### src/rtl/mem_ring_client.sv
// mem_ring_client: streaming 32-bit FIFO front end that keeps its words in an
// external RAM organised as a ring buffer. The RAM is reached through a
// single-outstanding req/busy handshake. One holding register sits on the push
// side and one on the pop side. The pop side prefetches from RAM whenever its
// register is empty.
module mem_ring_client #(
  parameter int unsigned       ADDR_W      = 20,
  parameter logic [ADDR_W-1:0] BASE_ADDR   = '0,
  parameter int unsigned       DEPTH       = 1 << 20,
  parameter int unsigned       ACK_TIMEOUT = 15
) (
  input  logic              sys_clk,
  input  logic              reset,
  // push side
  input  logic [31:0]       wr_data,
  input  logic              wr_valid,
  output logic              wr_ready,
  // pop side
  output logic [31:0]       rd_data,
  output logic              rd_valid,
  input  logic              rd_ready,
  // control / status
  input  logic              flush,
  output logic [ADDR_W:0]   count,
  output logic              full,
  output logic              empty,
  output logic              timeout_err,
  // memory request interface
  output logic [31:0]       mem_data_o,
  input  logic [31:0]       mem_data_i,
  output logic [ADDR_W-1:0] mem_addr,
  output logic              mem_write_req,
  output logic              mem_read_req,
  input  logic              mem_busy
);

  localparam logic [ADDR_W:0]   DEPTH_C  = (ADDR_W + 1)'(DEPTH);
  localparam logic [ADDR_W-1:0] PTR_LAST = ADDR_W'(DEPTH - 1);
  localparam int unsigned       TMO_W    = (ACK_TIMEOUT < 2) ? 1 : $clog2(ACK_TIMEOUT);
  localparam logic [TMO_W-1:0]  TMO_LAST = TMO_W'(ACK_TIMEOUT - 1);

  typedef enum logic [2:0] {
    IDLE    = 3'd0,
    WR_ACK  = 3'd1,
    WR_DONE = 3'd2,
    RD_ACK  = 3'd3,
    RD_DONE = 3'd4
  } state_e;

  state_e            state_q,       state_d;
  logic [ADDR_W-1:0] wptr_q,        wptr_d;
  logic [ADDR_W-1:0] rptr_q,        rptr_d;
  logic [ADDR_W:0]   count_q,       count_d;
  logic              in_full_q,     in_full_d;
  logic [31:0]       in_data_q,     in_data_d;
  logic              out_full_q,    out_full_d;
  logic [31:0]       out_data_q,    out_data_d;
  logic              flush_pend_q,  flush_pend_d;
  logic              timeout_err_q, timeout_err_d;
  logic [TMO_W-1:0]  tmo_cnt_q,     tmo_cnt_d;
  logic              last_wr_q,     last_wr_d;
  logic [ADDR_W-1:0] mem_addr_q,    mem_addr_d;
  logic [31:0]       mem_wdata_q,   mem_wdata_d;
  logic              write_req_q,   write_req_d;
  logic              read_req_q,    read_req_d;

  logic push;
  logic pop;
  logic wr_pend;
  logic rd_pend;

  // Ring pointer increment with wrap at the end of the ring.
  function automatic logic [ADDR_W-1:0] ptr_inc(input logic [ADDR_W-1:0] p);
    return (p == PTR_LAST) ? '0 : p + ADDR_W'(1);
  endfunction

  assign wr_ready      = !in_full_q && !flush_pend_q;
  assign rd_valid      = out_full_q;
  assign rd_data       = out_data_q;
  assign count         = count_q;
  assign full          = (count_q == DEPTH_C);
  assign empty         = (count_q == '0);
  assign timeout_err   = timeout_err_q;
  assign mem_addr      = mem_addr_q;
  assign mem_data_o    = mem_wdata_q;
  assign mem_write_req = write_req_q;
  assign mem_read_req  = read_req_q;

  assign push    = wr_valid && wr_ready;
  assign pop     = rd_valid && rd_ready;
  assign wr_pend = in_full_q && !full;
  assign rd_pend = !out_full_q && !empty;

  // Next-state, holding-register and memory-request logic.
  always_comb begin
    // NOTE: every variable gets a default before any branch so no latch is inferred.
    state_d       = state_q;
    wptr_d        = wptr_q;
    rptr_d        = rptr_q;
    count_d       = count_q;
    in_full_d     = in_full_q;
    in_data_d     = in_data_q;
    out_full_d    = out_full_q;
    out_data_d    = out_data_q;
    flush_pend_d  = flush_pend_q || flush;
    timeout_err_d = timeout_err_q;
    tmo_cnt_d     = tmo_cnt_q;
    last_wr_d     = last_wr_q;
    mem_addr_d    = mem_addr_q;
    mem_wdata_d   = mem_wdata_q;
    write_req_d   = 1'b0;
    read_req_d    = 1'b0;

    if (push) begin
      in_full_d = 1'b1;
      in_data_d = wr_data;
    end
    if (pop) begin
      out_full_d = 1'b0;
    end

    case (state_q)
      IDLE: begin
        tmo_cnt_d = '0;
        if (flush_pend_q) begin
          // Flush is only applied between memory operations.
          wptr_d        = '0;
          rptr_d        = '0;
          count_d       = '0;
          in_full_d     = 1'b0;
          in_data_d     = '0;
          out_full_d    = 1'b0;
          out_data_d    = '0;
          timeout_err_d = 1'b0;
          flush_pend_d  = flush;
        end else if (!mem_busy && wr_pend && (!rd_pend || !last_wr_q)) begin
          // Write wins when it is the only request or it is its turn.
          state_d     = WR_ACK;
          write_req_d = 1'b1;
          mem_addr_d  = BASE_ADDR + wptr_q;
          mem_wdata_d = in_data_q;
          last_wr_d   = 1'b1;
        end else if (!mem_busy && rd_pend) begin
          state_d    = RD_ACK;
          read_req_d = 1'b1;
          mem_addr_d = BASE_ADDR + rptr_q;
          last_wr_d  = 1'b0;
        end
      end

      WR_ACK, RD_ACK: begin
        if (mem_busy) begin
          state_d = (state_q == WR_ACK) ? WR_DONE : RD_DONE;
        end else if (tmo_cnt_q == TMO_LAST) begin
          // Memory never acknowledged: give up; the word stays queued for retry.
          state_d       = IDLE;
          timeout_err_d = 1'b1;
        end else begin
          tmo_cnt_d = tmo_cnt_q + TMO_W'(1);
        end
      end

      WR_DONE: begin
        if (!mem_busy) begin
          state_d = IDLE;
          wptr_d  = ptr_inc(wptr_q);
          count_d = count_q + (ADDR_W + 1)'(1);
          if (!push) begin
            in_full_d = 1'b0;
          end
        end
      end

      RD_DONE: begin
        if (!mem_busy) begin
          // Read data is valid in the first cycle busy is low again.
          state_d    = IDLE;
          out_data_d = mem_data_i;
          out_full_d = 1'b1;
          rptr_d     = ptr_inc(rptr_q);
          count_d    = count_q - (ADDR_W + 1)'(1);
        end
      end

      default: begin
        state_d = IDLE;
      end
    endcase
  end

  // State and datapath registers with asynchronous reset.
  always_ff @(posedge sys_clk or posedge reset) begin
    if (reset) begin
      state_q       <= IDLE;
      wptr_q        <= '0;
      rptr_q        <= '0;
      count_q       <= '0;
      in_full_q     <= 1'b0;
      in_data_q     <= '0;
      out_full_q    <= 1'b0;
      out_data_q    <= '0;
      flush_pend_q  <= 1'b0;
      timeout_err_q <= 1'b0;
      tmo_cnt_q     <= '0;
      last_wr_q     <= 1'b0;
      mem_addr_q    <= '0;
      mem_wdata_q   <= '0;
      write_req_q   <= 1'b0;
      read_req_q    <= 1'b0;
    end else begin
      // NOTE: non-blocking so every flop samples the pre-edge value of the others.
      state_q       <= state_d;
      wptr_q        <= wptr_d;
      rptr_q        <= rptr_d;
      count_q       <= count_d;
      in_full_q     <= in_full_d;
      in_data_q     <= in_data_d;
      out_full_q    <= out_full_d;
      out_data_q    <= out_data_d;
      flush_pend_q  <= flush_pend_d;
      timeout_err_q <= timeout_err_d;
      tmo_cnt_q     <= tmo_cnt_d;
      last_wr_q     <= last_wr_d;
      mem_addr_q    <= mem_addr_d;
      mem_wdata_q   <= mem_wdata_d;
      write_req_q   <= write_req_d;
      read_req_q    <= read_req_d;
    end
  end

endmodule

### config.mk
export PLATFORM = sky130hd
export DESIGN_NAME = mem_ring_client
export DESIGN_NICKNAME = d
export VERILOG_FILES = /design/src/rtl/mem_ring_client.sv
export SDC_FILE = /design/constraint.sdc
export NUM_CORES = 1
export LEC_CHECK = 0
export BUFFER_PORTS_ARGS = -buffer_cell sky130_fd_sc_hd__buf_2
export CAP_MARGIN = 30
export CELL_PAD_IN_SITES_DETAIL_PLACEMENT = 0
export CELL_PAD_IN_SITES_GLOBAL_PLACEMENT = 2
export CORE_ASPECT_RATIO = 1.4
export CORE_UTILIZATION = 37
export CTS_CLUSTER_DIAMETER = 40
export DETAILED_ROUTE_END_ITERATION = 10
export GPL_TIMING_DRIVEN = 0
export PLACE_DENSITY_LB_ADDON = 0.1
export SETUP_SLACK_MARGIN = 0.1
export SYNTH_ARGS = -nofsm -noshare
export SYNTH_HDL_FRONTEND = slang
export SYNTH_SLANG_ARGS = --single-unit
### constraint.sdc
create_clock -name sys_clk -period 13.4 [get_ports sys_clk]
set_clock_uncertainty 0.1 [all_clocks]
set_input_delay 0.67 -clock sys_clk [delete_from_list [all_inputs] [get_ports sys_clk]]
set_output_delay 0.67 -clock sys_clk [all_outputs]
set_load 0.02 [all_outputs]
==> flow_summary.ini, run 1 <==
[final_layout]
area_growth_pct = 20.7
n_fill_cell = 2460
drive_gt1_frac = 0.265
nets = 1234
fin_cells = 1487
post-route-cell-area_sq_um = 11300

[critical_path]
criticalPathCategory = reg2reg
reg2reg_slack_ns = 7.94
crit_fanout = 10
crit_required_ns = 13.65
end_kind = register
cp.arrival_ns = 5.71
reg2reg_from = state_q[0]
rr_worst_depth = 14
start_kind = register
r2r_end = count[16]

[drt]
drt_pass1_iterations = 5
drt_iter0_markers = 399
routed_wl_microns = 26300
ant_nets = 0
route.vias.total = 7705
avgViaCountPerCell = 5.18
wl_per_cell_microns = 17.7
drcViolationCount = 0

[timing]
fmax_ghz = 0.183
worst_pin_slew_ns = 1.00
rsz0062_at_grt = no
hold_viol_final = 0
slew_violations = 0
timing.hold.ws_ns = 0.259
period_share = 0.407
max_slew_margin = 0.330
setup_viol = 0
finalCriticalPeriod_ns = 5.46
fin_tns_setup_ns = 0

[clock_network]
cts_made_buffers = 17
cts-resized-gates = 0
root_buffer = clkbuf_16
cts_hold_buf = 0
clock_sinks = 191
cts_buffer_depth = 2
postCtsSetupBuffers = 0
cts_max_level = 4
cts.reportedPaths.clkPinSlew_ns = 0.08
clk_latency_ns = 0.45
cts_tree = done

[synthesis]
syn_avg_cell_area_sq_um = 9.78
ys_seq_area_frac = 0.512
synth_top_flop_cell = dfrtp_1
synth_edf_count = 0
ys_ff_latch = 191
synth_area_sq_um = 9340
syn-num-nets = 1031
ys_async_sr_fraction = 1.00
ys_types = 66
yosysWarningCount = 0
synthCells = 955

[global_route]
grt_pass1_vias = 7592
grt_overflow_total = 0
antenna_found_initial = 2
grt_use_met1 = 0.253
grtUsageMet3 = 0.0424
grtUsageTotal = 0.210
grt_max_degree = 106
grt_pass1_wl_microns = 41500
groute.layer.met2.usage = 0.369
top_usage_layer = met2

[status]
outcome = completed

[placed_design]
finalWeightedCongestion = 0.827
placed_cells = 1454
port_buffers = 181
dp_hpwl_microns = 19200
post_dp_cell_area_sq_um = 10700

[die]
initial_core_util = 0.377
coreArea_sq_um = 24800
fp-row-count = 68
fp.dieArea_sq_um = 25900
ios = 182
die_y_microns = 190
die_x_microns = 136

[job]
drv_cap = 0

[power_and_ir_drop]
vdd_ir_drop_max_uv = 107
leakagePower_nw = 5.75
pwr_density_cell_nw_per_um2 = 187

[worst_hold_path]
holdCritPathClass = in2async
-- sequential cells by signal, summed over array words and instances (netlist names), 4 cells and up --
signal,cells
in_data_q,32
mem_data_o,32
rd_data,32
count,21
mem_addr,20
rptr_q,20
wptr_q,20
tmo_cnt_q,4
-- per-layer routing --
metal | up-vias | share of wire
li1 | 3757 | -
met1 | 3754 | 0.42
met2 | 159 | 0.52
met3 | 31 | 0.040
met4 | 4 | 0.019
met5 | - | 0.00072
-- cell usage in the layout (no fill, tap or decap), types with 12 or more instances in the layout --
| cell type | n |
|---|---|
| a21oi_1 | 53 |
| and3_1 | 21 |
| buf_2 | 184 |
| clkbuf_1 | 56 |
| clkbuf_16 | 17 |
| dfrtp_1 | 191 |
| inv_1 | 13 |
| mux2_2 | 45 |
| mux2_4 | 28 |
| nand2_1 | 183 |
| nand3_1 | 58 |
| nand4_1 | 13 |
| nor2_1 | 57 |
| nor3_1 | 16 |
| o21ai_0 | 39 |
| o31ai_1 | 14 |
| xnor2_1 | 12 |
| xor2_1 | 19 |
-- synthesized netlist by cell type (9+ instances only) --
cell type	count	share of area
mux2_4	28	0.045
clkbuf_1	55	0.022
inv_1	14	0.0056
nor3_1	16	0.0086
o21ai_0	39	0.021
nor2_1	57	0.023
or3_1	9	0.0060
xor2_1	19	0.018
nand4_1	13	0.0087
mux2_2	45	0.054
xnor2_1	12	0.011
and3_1	21	0.014
o31ai_1	14	0.011
nand2_1	183	0.074
dfrtp_1	191	0.51
nand3_1	58	0.031
a21oi_1	53	0.028
-- worst max-delay path by stage --
stage	cells after the start	start	endpoint
2_1_floorplan	1	reset	count[0]
3_3_place_gp	2	reset	count[8]
4_1_cts	14	state_q[0]	count[16]
6_report	14	state_q[0]	count[16]
3_5_place_dp	14	state_q[0]	count[16]
5_1_grt	14	state_q[0]	count[16]
-- where the power goes --
part	switching [mW]	total (mW)	leakage (nW)	internal, mW
clock	0.246	0.511	0.284	0.264
sequential	0.0680	0.758	2.64	0.690
combinational	0.563	0.843	2.83	0.280
total	0.878	2.11	5.75	1.23
-- worst max-delay path: stages (launching register included) --
cell and delay, ns:
dfrtp_1 0.32, clkbuf_1 0.35, or3b_2 0.20, clkbuf_1 0.37, clkbuf_1 0.51, clkbuf_1 0.53, clkbuf_1 0.54, xnor2_1 0.19
ha_1 0.31, nand3_1 0.21, nor4_1 0.82, a21oi_1 0.17, o31a_1 0.35, or3_1 0.30, o21ai_0 0.08
-- logic make-up after synthesis --
group	synth area share
simple gates	0.207
flops	0.512
compound gates	0.105
buf+inv	0.0354
mux	0.104
xor+xnor	0.0291
fa+ha+maj	0.00804
-- area by class of cell --
cell class | count | area, sq um | share of cell area
clock inverter | 14 | 150 | 0.0133
inverter | 14 | 60.1 | 0.00533
multi-input combinational | 684 | 4240 | 0.376
timing repair buffer | 184 | 945 | 0.0838
antenna | 1 | 2.50 | 0.000222
clock buffer | 18 | 429 | 0.0381
buffer | 66 | 278 | 0.0246
tap | 315 | 394 | 0.0350
sequential | 191 | 4780 | 0.424
-- metrics by stage --
step | setup slack (ns) | power [mW] | utilization
2_1_floorplan | 7.43 | 1.32 | -
3_3_place_gp | 4.80 | 1.62 | 0.430
3_5_place_dp | 7.94 | 1.62 | 0.432
4_1_cts | 7.91 | 2.14 | 0.455
5_1_grt | 7.63 | 2.25 | 0.455
6_report | 7.94 | 2.11 | 0.455
No activity file was read; power rests on OpenSTA's default activity.
==> inputs of run 2 (changes only) <==
--- a/config.mk
+++ b/config.mk
@@ -10,7 +10,7 @@
 export CELL_PAD_IN_SITES_DETAIL_PLACEMENT = 0
 export CELL_PAD_IN_SITES_GLOBAL_PLACEMENT = 2
 export CORE_ASPECT_RATIO = 1.4
-export CORE_UTILIZATION = 37
+export CORE_UTILIZATION = 34
 export CTS_CLUSTER_DIAMETER = 40
 export DETAILED_ROUTE_END_ITERATION = 10
 export GPL_TIMING_DRIVEN = 0
==> constraint.sdc (replaced) <==
create_clock -name sys_clk -period 5.7 [get_ports sys_clk]
set_clock_uncertainty 0.1 [all_clocks]
set_input_delay 0.285 -clock sys_clk [delete_from_list [all_inputs] [get_ports sys_clk]]
set_output_delay 0.285 -clock sys_clk [all_outputs]
set_load 0.02 [all_outputs]
==> flow_summary.ini, run 2 (synthesized netlist as in run 1, its figures left out) <==
[status]
outcome = completed

[final_layout]
n_fill_cell = 2628
nets = 1302
diodes = 0
final_common_cell = dfrtp_1
area_growth_pct = 29.1
drive_gt1_frac = 0.254
fin_cells = 1604
final_util = 0.448
final_cell_mix = dfrtp_1, buf_2, nand2_1

[clock_network]
cts_max_level = 4
cts_made_buffers = 17
cts_buffer_depth = 2
root_buffer = clkbuf_16
cts.reportedPaths.clkPinSlew_ns = 0.08
postCtsSetupBuffers = 0
cts_tree = done
clk_latency_ns = 0.44
clock_sinks = 191

[die]
fp.dieArea_sq_um = 28100
initial_core_util = 0.347
die_y_microns = 198
ios = 182
coreArea_sq_um = 26900
fp-row-count = 71
die_x_microns = 142

[drt]
avgViaCountPerCell = 4.97
wl_per_cell_microns = 17.3
drt_iter0_markers = 332
ant_nets = 0
route.vias.total = 7964
drcViolationCount = 0
routed_wl_microns = 27800
drt_pass1_iterations = 5

[power_and_ir_drop]
leakagePower_nw = 6.05
vdd_ir_drop_max_uv = 212
pwr_density_cell_nw_per_um2 = 422
total_power_mw = 5.08

[global_route]
grt_max_degree = 101
grt_overflow_total = 0
grt_pass1_vias = 7874
grt_pass1_wl_microns = 43900
antenna_found_initial = 1
grtUsageTotal = 0.204

[critical_path]
end_kind = register
crit_fanout = 10
reg2reg_slack_ns = 0.70
startpoint = state_q[0]
crit_required_ns = 5.93
cp.arrival_ns = 5.23
criticalPathCategory = reg2reg
reg2reg_from = state_q[0]
start_kind = register

[timing]
hold_viol_final = 0
rsz0062_at_grt = no
setup_viol = 0
worst_pin_slew_ns = 0.816
finalCriticalPeriod_ns = 5.00
slew_violations = 0
max_slew_margin = 0.455
timing.hold.ws_ns = 0.0815
fmax_ghz = 0.200
period_share = 0.878
fin_tns_setup_ns = 0

[placed_design]
port_buffers = 181
placed_cells = 1505
dp_hpwl_microns = 19700
finalWeightedCongestion = 0.800

[worst_hold_path]
min_from = rd_ready
holdCritPathClass = in2reg

[job]
drv_cap = 0
run 2: worst paths after layout:
kind                       cells after the start     endpoint
setup / recovery                              14    count[14]
hold / removal                                 4     rd_valid
setup reg to reg                              14    count[14]
hold reg to reg                                2   rd_data[3]
max in group asynchronous                      4    count[15]
min in group asynchronous                      3  rd_data[18]
run 2: per-stage QoR:
stage,area (sq um),setup WS (ns)
final,12100,0.697
after global routing,12100,0.221
after CTS,12000,0.382
after detailed placement,10800,0.425
after global placement,10700,-2.62
after floorplan,9340,0.116
run 2: critical path, cell delays in order (launching register included):
cell	delay [ns]
dfrtp_1	0.33
clkbuf_1	0.32
or3b_2	0.19
clkbuf_1	0.39
clkbuf_1	0.50
clkbuf_1	0.52
clkbuf_2	0.39
xnor2_1	0.16
ha_1	0.33
nand3_1	0.22
or4_1	0.65
nor4b_1	0.46
nor3_1	0.09
o21ai_0	0.15
o31ai_1	0.09
run 2: layout make-up:
| type | count | area (sq um) | share of cell area |
|---|---|---|---|
| plain buffers | 66 | 279 | 0.0231 |
| clock buffers | 17 | 425 | 0.0353 |
| clock inverters | 15 | 189 | 0.0157 |
| inverters | 14 | 60.1 | 0.00498 |
| multi-input cells | 684 | 4240 | 0.352 |
| flip-flops and latches | 191 | 4780 | 0.397 |
| well taps | 365 | 457 | 0.0379 |
| repair buffers | 252 | 1620 | 0.135 |
run 2: layer usage:
| metal | vias up | track usage | part of all wire |
|---|---|---|---|
| met5 | - | 0 | 0.00047 |
| met4 | 2 | 0.0713 | 0.021 |
| met3 | 37 | 0.0363 | 0.036 |
| met2 | 171 | 0.353 | 0.51 |
| met1 | 3857 | 0.252 | 0.43 |
| li1 | 3897 | - | - |
run 2: what timing repair did:
| action | CTS | global route |
|---|---|---|
| hold buffers | 66 | 0 |
| hold endpoints to repair | 156 | 0 |
| gates resized for setup | 0 | 3 |
| endpoints found under the setup margin | 0 | 3 |
run 2: report_power, final:
part | switching [mW] | internal (mW) | leakage (nW) | total (mW)
registers | 0.163 | 1.62 | 2.64 | 1.78
logic | 1.35 | 0.694 | 3.12 | 2.04
clock network | 0.622 | 0.635 | 0.296 | 1.26
total | 2.13 | 2.95 | 6.05 | 5.08
